--- config.mk ---
export PLATFORM = sky130hd
export DESIGN_NAME = handshake_dest_ctrl
export DESIGN_NICKNAME = d
export VERILOG_FILES = /design/src/rtl/hs_pkg.sv /design/src/rtl/sync_ndff.sv /design/src/rtl/handshake_dest_ctrl.sv
export SDC_FILE = /design/constraint.sdc
export NUM_CORES = 1
export LEC_CHECK = 0
export CAP_MARGIN = 10
export CORE_MARGIN = 2
export CORE_UTILIZATION = 63
export DETAILED_ROUTE_END_ITERATION = 12
export DONT_BUFFER_PORTS = 1
export GPL_TIMING_DRIVEN = 0
export PLACE_DENSITY = 0.75
export RECOVER_POWER = 100
export SYNTH_ARGS = -nofsm -noshare
export SYNTH_HDL_FRONTEND = slang
export SYNTH_SLANG_ARGS = --single-unit
--- constraint.sdc ---
create_clock -name clk -period 3.3 [get_ports clk]
set_input_delay 0.33 -clock clk [delete_from_list [all_inputs] [get_ports clk]]
set_output_delay 0.33 -clock clk [all_outputs]
set_load 0.05 [all_outputs]
--- src/rtl/hs_pkg.sv ---
// hs_pkg
// Shared definitions for the four-phase req/ack handshake blocks. It holds
// the destination FSM state encoding and the default sizing constants used
// by both sides of the crossing.
package hs_pkg;

  typedef enum logic [1:0] {
    ST_IDLE     = 2'd0,
    ST_HOLD     = 2'd1,
    ST_WAIT_LOW = 2'd2
  } hs_state_t;

  localparam int HS_WIDTH       = 8;
  localparam int HS_FRAME_LEN   = 16;
  localparam int HS_SYNC_STAGES = 2;

endpackage

--- src/rtl/sync_ndff.sv ---
// sync_ndff
// N-stage flip-flop synchronizer for a single asynchronous level signal.
// All stages reset to 0. The destination uses it for sreq and the source
// uses it for dack.
//
// Ports:
//   clk    in   destination-domain clock
//   rst_n  in   asynchronous active-low reset
//   d      in   asynchronous input level
//   q      out  synchronized level, STAGES clk edges behind d
module sync_ndff #(
  parameter int STAGES = 2
) (
  input  logic clk,
  input  logic rst_n,
  input  logic d,
  output logic q
);

  logic [STAGES-1:0] chain;

  always_ff @(posedge clk or negedge rst_n) begin
    if (!rst_n) begin
      chain <= '0;
    end else begin
      chain <= {chain[STAGES-2:0], d};
    end
  end

  assign q = chain[STAGES-1];

endmodule

--- src/rtl/handshake_dest_ctrl.sv ---
// handshake_dest_ctrl
// Destination-side responder of the four-phase req/ack handshake. It
// synchronizes sreq, captures sdata, hands each word to the local consumer
// as a one-cycle dvalid pulse (stalling while busy) and answers with dack.
// It also counts words per frame and flags the last word of each frame.
//
// state    | meaning
// ---------+-----------------------------------------------------------
// IDLE     | no transfer; waiting for the synchronized request
// HOLD     | word captured; waiting for the consumer to be not busy
// WAIT_LOW | word delivered, dack high; waiting for the request to drop
//
// Ports:
//   clk         in   destination clock, the only clock of the block
//   rst_n       in   asynchronous active-low reset
//   sreq        in   request from the source domain (asynchronous)
//   sdata       in   source word, stable while sreq is high until dack seen
//   busy        in   consumer cannot accept a word this cycle
//   dack        out  registered acknowledge to the source
//   dvalid      out  registered one-cycle word-valid pulse
//   dout        out  registered delivered word, 0 when dvalid is 0
//   frame_done  out  high with dvalid on the last word of a frame
//   dest_idle   out  FSM idle and no synchronized request pending
module handshake_dest_ctrl
  import hs_pkg::*;
#(
  parameter int WIDTH       = HS_WIDTH,
  parameter int SYNC_STAGES = HS_SYNC_STAGES,
  parameter int FRAME_LEN   = HS_FRAME_LEN
) (
  input  logic             clk,
  input  logic             rst_n,
  input  logic             sreq,
  input  logic [WIDTH-1:0] sdata,
  input  logic             busy,
  output logic             dack,
  output logic             dvalid,
  output logic [WIDTH-1:0] dout,
  output logic             frame_done,
  output logic             dest_idle
);

  localparam int CNT_W = (FRAME_LEN > 1) ? $clog2(FRAME_LEN) : 1;
  localparam logic [CNT_W-1:0] CNT_LAST = CNT_W'(FRAME_LEN - 1);
  localparam logic [CNT_W-1:0] CNT_ONE  = CNT_W'(1);

  logic             req_s;
  hs_state_t        state, state_nxt;
  logic [WIDTH-1:0] data_reg, data_nxt;
  logic [CNT_W-1:0] frame_cnt, cnt_nxt;
  logic             dack_nxt, dvalid_nxt, fd_nxt;
  logic [WIDTH-1:0] dout_nxt;

  sync_ndff #(.STAGES(SYNC_STAGES)) u_sync_req (
    .clk   (clk),
    .rst_n (rst_n),
    .d     (sreq),
    .q     (req_s)
  );

  always_ff @(posedge clk or negedge rst_n) begin
    if (!rst_n) begin
      state      <= ST_IDLE;
      data_reg   <= '0;
      frame_cnt  <= '0;
      dack       <= 1'b0;
      dvalid     <= 1'b0;
      dout       <= '0;
      frame_done <= 1'b0;
    end else begin
      state      <= state_nxt;
      data_reg   <= data_nxt;
      frame_cnt  <= cnt_nxt;
      dack       <= dack_nxt;
      dvalid     <= dvalid_nxt;
      dout       <= dout_nxt;
      frame_done <= fd_nxt;
    end
  end

  // dvalid, dout and frame_done default to 0 so they form single-cycle
  // pulses; dack is a level that only the handshake edges move.
  always_comb begin
    state_nxt  = state;
    data_nxt   = data_reg;
    cnt_nxt    = frame_cnt;
    dack_nxt   = dack;
    dvalid_nxt = 1'b0;
    dout_nxt   = '0;
    fd_nxt     = 1'b0;
    case (state)
      ST_IDLE: begin
        dack_nxt = 1'b0;
        if (req_s) begin
          data_nxt  = sdata;
          state_nxt = ST_HOLD;
        end
      end
      ST_HOLD: begin
        dack_nxt = 1'b0;
        if (!busy) begin
          dvalid_nxt = 1'b1;
          dout_nxt   = data_reg;
          dack_nxt   = 1'b1;
          fd_nxt     = (frame_cnt == CNT_LAST);
          // FRAME_LEN is a power of two, so the wrap is the natural overflow.
          cnt_nxt    = frame_cnt + CNT_ONE;
          state_nxt  = ST_WAIT_LOW;
        end
      end
      ST_WAIT_LOW: begin
        if (!req_s) begin
          dack_nxt  = 1'b0;
          state_nxt = ST_IDLE;
        end else begin
          dack_nxt = 1'b1;
        end
      end
      default: begin
        dack_nxt  = 1'b0;
        state_nxt = ST_IDLE;
      end
    endcase
  end

  assign dest_idle = (state == ST_IDLE) && !req_s;

endmodule

Yosys cells after proc, flatten, opt, wreduce, memory -nomap -nowiden
Index checks and enable logic that the tools add are counted.
Word-level totals
  flip-flop bits (word level): 27
  input port bits: 12
  logic and storage cells: 34
Cells by class
  multiplexer cells: 12
  bitwise operators: 1
  equal/unequal tests: 6
  $add $sub $neg: 1
  reductions and logical operators: 6
Operators with widths (number)
  $mux W8: 2
  $mux W2: 3
  $pmux W2 S3: 1
  $mux W1: 5
  $add A4 B1 Y4 const B: 1
  $eq A4 B4 Y1 const B: 1
  $ne A2 B2 Y1 const B: 2
  $reduce_and A2 Y1: 2
  $reduce_and A3 Y1: 1
  $eq A2 B1 Y1 const B: 1
  $eq A2 B2 Y1 const B: 1
  $logic_not A2 Y1: 1
  $ne A2 B1 Y1 const B: 1
  $pmux W1 S2: 1
  $logic_and A1 B1 Y1: 1
  $logic_not A1 Y1: 1
  $not A1 Y1: 1

Depth between registers and ports, before layout
Gate-level depths: netlist (run 1).
  word-level depth: 3
  mapped depth: 5
  depth with buffers taken out: 5

Cells and area by module
A second synthesis (run 1) with hierarchy kept.
Second synthesis, totals
  cells, all modules: 66
  area total of the unflattened synthesis: 1007.2 um^2
Modules (own cells, without submodules)
  handshake_dest_ctrl: cells an instance 64, seq. area each 625.6 um^2, instances 1, area each 957.2 um^2
  sync_ndff: cells an instance 2, seq. area each 50.0 um^2, instances 1, area each 50.0 um^2

Least setup slack after synthesis (run 1)
No wires, ideal clock.
  path type: flip-flop to flip-flop
  from: register state[0]
  to: register state[0]
  setup slack: 1244 ps
  stages on the path, launching flop included: 6
  period minus slack after synthesis: 2056 ps
  setup time: 128 ps
  arrival time: 1928 ps
  required time: 3172 ps
  cell sequence: dfrtp_1 inv_1 ha_1 nor2b_1 a221o_1 mux2_1
On the way
  longest elaborated chain between the ends: 3
  elaborated cells on any way between the ends: 8
RTL lines
  start: declaration: RTL line handshake_dest_ctrl.sv:48  | hs_state_t state, state_nxt;
  start signal: assignment: RTL line handshake_dest_ctrl.sv:71  | state <= state_nxt;
  $eq A2 B2 Y1 (tied with other cells): RTL line handshake_dest_ctrl.sv:91  | case (state)
  $ne A2 B2 Y1 (no line) / $ne A2 B1 Y1 (equally long branches)
  $reduce_and A3 Y1 (no line)
Parallel ways exist; a longest one is shown, timed or not.
A chain may end at the register's enable or synchronous reset.

Worst setup path in the final report (run 1)
  from: register state[1]
  to: register state[0]
Same word-level chain as after synthesis.

==> out/results.txt, run 1 <==
Status: finished, final reports clean
Final setup fails: 0
Switching power: 0.372 mW
Synth async-reset ratio: 100%
Syn_nets: 84
Total Nets Final: 91
Num CTS Buffers: 3
Clock Pin Slew Worst Setup and Hold Paths: 130 ps
Critical Path RT: 3510 ps
Post-CTS sizing: 0
Post-detail-place hpwl: 858 microns
Peak Freq: 457 MHz
Antenna cells: 0
Worst Path Max Fanout: 3
Core Region: 1510 sq um
Reg2reg path depth: 5
Crit path kind: reg -> reg
Minimum clock period: 2190 ps
# hold bufs at CTS: 2
RePlAce Congestion: 0.798
CP arrival: 2400 ps
Post-synthesis cell count: 67
DR vias: 490
Ports: 24
Worst hold-check path type: in -> reg
Post-synth EDFFs: 0
XOR/XNOR Fraction of Synth Area: 2.61%
Ys Warns: 0
#FFs+latches synth: 27
Sw Share: 37.4%
Remaining DRCs: 0
Post-synth top area cell: dfrtp_1
Synth top area share: 67.2%
Die Height: 44.0 microns
WL per Instance: 13.5 microns
Pre-antenna DRT Iters: 3
Leakage: 0.502 nW
Root buf cell: clkbuf_4
Power share of the clock group: 13.4%
Power share of the combinational group: 24.8%
Hold slack: 31.2 ps
Post-synthesis average cell area: 15.0 sq um
Synth cell count leaders: dfrtp_1, mux2_2, and2_1
Initial antenna violation count: 0
Mux share of post-synthesis cell area: 12.3%
Ranking of synthesized cells by area: dfrtp_1, mux2_2, ha_1
Vias per cell: 5.51
Post-route clock period utilization: 66.4%
Worst-Margin Slew: 1330 ps
Die W: 44.0 microns
Clock Path Buffers: 2
Area of the multi-input gates: 318 sq um
DRT iter0 DRCs: 2
First-pass GRT wire length: 1960 microns
Drt total wl: 1210 microns
RSZ-0062 raised after global routing: false
Fillers: 106
Synth Area in Compound Gates: 1.49%
Final Max Tran Viols: 0
Synth unique cells: 15
Share of layout cells above drive strength 1: 17.8%
Sequential area share after synthesis: 67.2%
Setup Buffers After CTS: 0
Maxcap violations: 0
Register area: 676 sq um
GRT overflow: 0
Area delta synth->final: 5.97%
Final Skew: 2.03 ps
Cell with the most instances after synthesis: dfrtp_1
Synth Area in Adders: 6.22%
Synthesized cell area: 1010 sq um
Clk sink count: 27
I/O Buffers: 0
Total GRT Usage: 14.2%
Ys flop type: dfrtp_1
Startpoint types: flop
Number of global-route vias before repair: 478
Peak supply drop: 0.494 mV
ANT nets after route: 0
Largest family of logic cells by synthesized area: multiplexers
Initial core utilization: 66.8%
Pint: 0.623 mW
Worst rel slew slack: 11.4%
Sum Neg Setup Slack: 0 ps
H-tree depth: 1
Largest net degree at the start of global routing: 28
Die Area: 1930 sq um
TritonCTS clock tree: yes
Critical Path End Type: flop
Cell row count: 14
P per Cell Area: 933 nW/um^2
Post-synthesis simple-gate area fraction: 8.96%
Hold Path Depth: 0
Clk Latency, worst-skew pair: 310 ps
Sequential Power Share: 61.9%
Hold Fails Final Rpt: 0
## worst paths after layout
path                                          start                  end  slack (ps)
worst max-delay path                       state[1]             state[0]        1110
worst min-delay path                           sreq  u_sync_req.chain[0]          30
worst max register to register             state[1]             state[0]        1110
worst min register to register  u_sync_req.chain[0]  u_sync_req.chain[1]         370
max in group asynchronous                     rst_n         frame_cnt[2]        1690
min in group asynchronous                     rst_n              dout[1]         840
## power groups by stage
| stage | Combinational, mW | Clock [mW] | Sequential, mW |
|---|---|---|---|
| global route | 0.277 | 0.148 | 0.633 |
| CTS | 0.257 | 0.137 | 0.617 |
| detailed placement | 0.243 | 0 | 0.625 |
| finish | 0.247 | 0.133 | 0.615 |
| global placement | 0.233 | 0 | 0.620 |
| floorplan | 0.208 | 0 | 0.608 |
## per-stage QoR
stage               setup slack, ps  cell area [sq um]  total power, mW  instances  utilization (%)
floorplan                      1240               1010            0.816         67                -
finish                         1110               1070            0.995         89             70.8
global route                   1040               1070             1.06         89             70.8
global placement               1150               1030            0.853         83             68.1
detailed placement             1110               1030            0.868         83             68.1
CTS                            1090               1080             1.01         89             71.9
## kinds of logic (layout without fill, tap and decap cells)
logic type / count (synthesis) / after routing
compound gates: 2 / 2
xor+xnor: 3 / 3
fa+ha+maj: 5 / 5
buf+inv: 3 / 9
flops: 27 / 27
mux: 11 / 11
simple gates: 16 / 16
## worst max-delay path, cell delays in order, from the launching register on
cell	delay, ps
dfrtp_1	420
inv_1	110
ha_1	180
nor2b_1	780
a221o_1	270
mux2_1	330
## per-layer routing
layer | track usage, % | vias up | routed length (microns)
li1 | - | 231 | -
met1 | 16.9 | 243 | 497
met2 | 24.4 | 14 | 635
met3 | 2.50 | 2 | 64
met4 | 7.27 | 0 | 8
met5 | 0 | - | 0
## cell usage in the layout (no fill, tap or decap)
cell and count:
mux2_2 9, xor2_1 1, inv_1 2, a21oi_1 1, ha_1 5, and2_1 5
dfrtp_1 27, nand2_1 3, and2_0 3, clkbuf_1 2, mux2_1 2, nor2b_1 3
dlygate4sd3_1 1, xnor2_1 2, clkinv_2 1, nor2_1 1, a221o_1 1, nand4_1 1
clkbuf_4 3
## final cells by class
type	count	area share, %
sequential	27	63.4
multi-input combinational	37	29.8
clock buffer	3	2.11
tap	16	1.88
timing repair buffer	2	1.29
inverter	2	0.704
clock inverter	1	0.469
buffer	1	0.352
(Power assumes the default switching activity.)
==> run 2: changes to the inputs <==
Settings changed: CORE_UTILIZATION 63 to 53, PLACE_DENSITY 0.75 to 0.67.
Clock period 3.3 ns to 1.8 ns, I/O delays scaled along.
==> run 2 against run 1 <==
Net effect: final area grew 7.3%; die area rose by 17%; sequential power increased by 84%; final cell count rose by 16%; clock-buffer cell count up 1; combinational power is 90% higher; via count is 5.3% higher; clock skew increased by 7.3 ps; wire length is 8.5% higher; worst setup slack got worse by 1000 ps; global-route usage down 0.41 points; hold slack got worse by 13 ps; largest power group unchanged; highest routed layer unchanged.
==> out/results.txt, run 2 (synthesis results as in run 1) <==
Total GRT Usage: 13.8% (-0.41 points)
TritonCTS clock tree: yes
Fillers: 136 (+28%)
Clk sink count: 27 (unchanged)
Worst-Margin Slew: 1120 ps (-210 ps)
Dpl ws: -79.1 ps (-1190 ps)
Worst rel slew slack: 25.4% (+14 points)
Final Max Tran Viols: 0 (unchanged)
Area delta synth->final: 13.7%
First-pass GRT wire length: 2100 microns (+7.4%)
Clock Path Buffers: 2 (unchanged)
Hold Fails Final Rpt: 0 (unchanged)
Core Region: 1760 sq um (+17%)
Remaining DRCs: 0 (unchanged)
RePlAce Congestion: 0.780 (-2.3%)
H-tree depth: 1 (unchanged)
Clock Pin Slew Worst Setup and Hold Paths: 130 ps (about the same)
DRT iter0 DRCs: 6 (+4)
Number of global-route vias before repair: 480 (+0.42%)
CP arrival: 1900 ps (-500 ps)
Initial antenna violation count: 0 (unchanged)
Critical Path End Type: flop
Commonest non-fill, non-tap cell in the layout: dfrtp_1
Final worst slack: 107 ps (-1000 ps)
Vias per cell: 5.01 (-9.0%)
Worst hold-check path type: in -> reg
Total Nets Final: 96 (+5.5%)
RSZ-0062 raised after global routing: false
Final setup fails: 0 (unchanged)
Sum Neg Setup Slack: 0 ps (unchanged)
Post-detail-place hpwl: 902 microns (+5.2%)
Critical Path RT: 2010 ps (-1500 ps)
Status: finished, final reports clean
Post-route clock period utilization: 94.1% (+28 points)
Share of layout cells above drive strength 1: 17.9% (+0.14 points)
Root buf cell: clkbuf_4
Die W: 47.6 microns (+8.2%)
Minimum clock period: 1690 ps (-496 ps)
Die Area: 2260 sq um (+17%)
Placed inst area: 1040 sq um (+1.3%)
Clk Latency, worst-skew pair: 310 ps (about the same)
Num CTS Buffers: 3 (unchanged)
Pre-antenna DRT Iters: 4 (+1)
Largest net degree at the start of global routing: 28 (unchanged)
GRT overflow: 0 (unchanged)
Antenna cells: 0 (unchanged)
Final Instance Area: 1140 sq um (+7.3%)
Startpoint types: flop
Initial core utilization: 57.0% (-9.8 points)
Leakage: 0.541 nW (+7.8%)
WL per Instance: 12.7 microns (-6.3%)
DR vias: 516 (+5.3%)
Ports: 24 (unchanged)
Cell row count: 15 (+1)
Peak Freq: 591 MHz (+29%)
Peak supply drop: 0.817 mV (+65%)
Worst Path Max Fanout: 3 (unchanged)
I/O Buffers: 0 (unchanged)
P per Cell Area: 1610 nW/um^2 (+72%)
Most frequent cells in the layout: dfrtp_1, mux2_2, and2_1, dlygate4sd3_1, ha_1
ANT nets after route: 0 (unchanged)
Maxcap violations: 0 (unchanged)
Die Height: 47.6 microns (+8.2%)
Final Skew: 9.31 ps (+7.28 ps)
Crit path kind: reg -> reg
Drt total wl: 1310 microns (+8.5%)
Final core utilization: 64.8% (-5.9 points)
-- run 2: changes by cell type in the layout (fill, tap and decap cells not counted), sizes merged --
cell | before | now
clkinv | 1 | 0
dlygate4sd3 | 1 | 6
buf | 0 | 1
clkbuf | 5 | 4
dlymetal6s4s | 0 | 1
-- run 2: area by class of cell --
cell class	count	area, sq um	area share [%]
flip-flops and latches	27	676	59.1
clock buffers	4	26.3	2.30
inverters	2	7.51	0.656
well taps	25	31.3	2.74
plain buffers	1	5.00	0.438
multi-input cells	37	325	28.4
repair buffers	7	72.6	6.35
-- run 2: worst paths after layout --
kind	end	slack, ps	start	depth (start not counted)
worst max-delay path	state[1]	110	state[0]	5
min in group asynchronous	frame_cnt[2]	680	rst_n	2
worst max register to register	state[1]	110	state[0]	5
worst min register to register	u_sync_req.chain[1]	360	u_sync_req.chain[0]	0
worst min-delay path	data_reg[2]	20	sdata[2]	1
max in group asynchronous	data_reg[1]	440	rst_n	2
-- run 2: repair_timing --
| item | CTS | global route |
|---|---|---|
| gates resized for setup | 1 | 0 |
| setup endpoints to repair | 2 | 0 |
| hold endpoints to repair | 29 | 3 |
| setup buffers | 0 | 0 |
| hold buffers | 4 | 3 |
-- run 2: per-stage QoR --
stage	instances	hold WS (ps)	power, mW
after detailed placement	92	-115	1.59
after global placement	92	-115	1.56
after global routing	103	1.45	1.98
after CTS	100	5.57	1.86
after floorplan	67	-116	1.50
final	103	18.0	1.84
-- run 2: power by group --
group	internal [mW]	switching [mW]	total (mW)
clock	0.0863	0.156	0.242
combinational	0.258	0.211	0.469
sequential	0.820	0.306	1.13
-- run 2: worst max-delay path: stages (launching register included) --
cell and delay, ps:
dfrtp_1 420, inv_1 110, ha_1 180, nor2b_4 360, a221o_1 220, mux2_1 320
-- run 2: metal layers --
metal  GRT usage, %  vias up  routed length (microns)
li1               -      246                        -
met1           17.1      254                      579
met2           22.4       14                      664
met3           3.77        2                       53
met4           6.49        0                        9
met5              0        -                        0
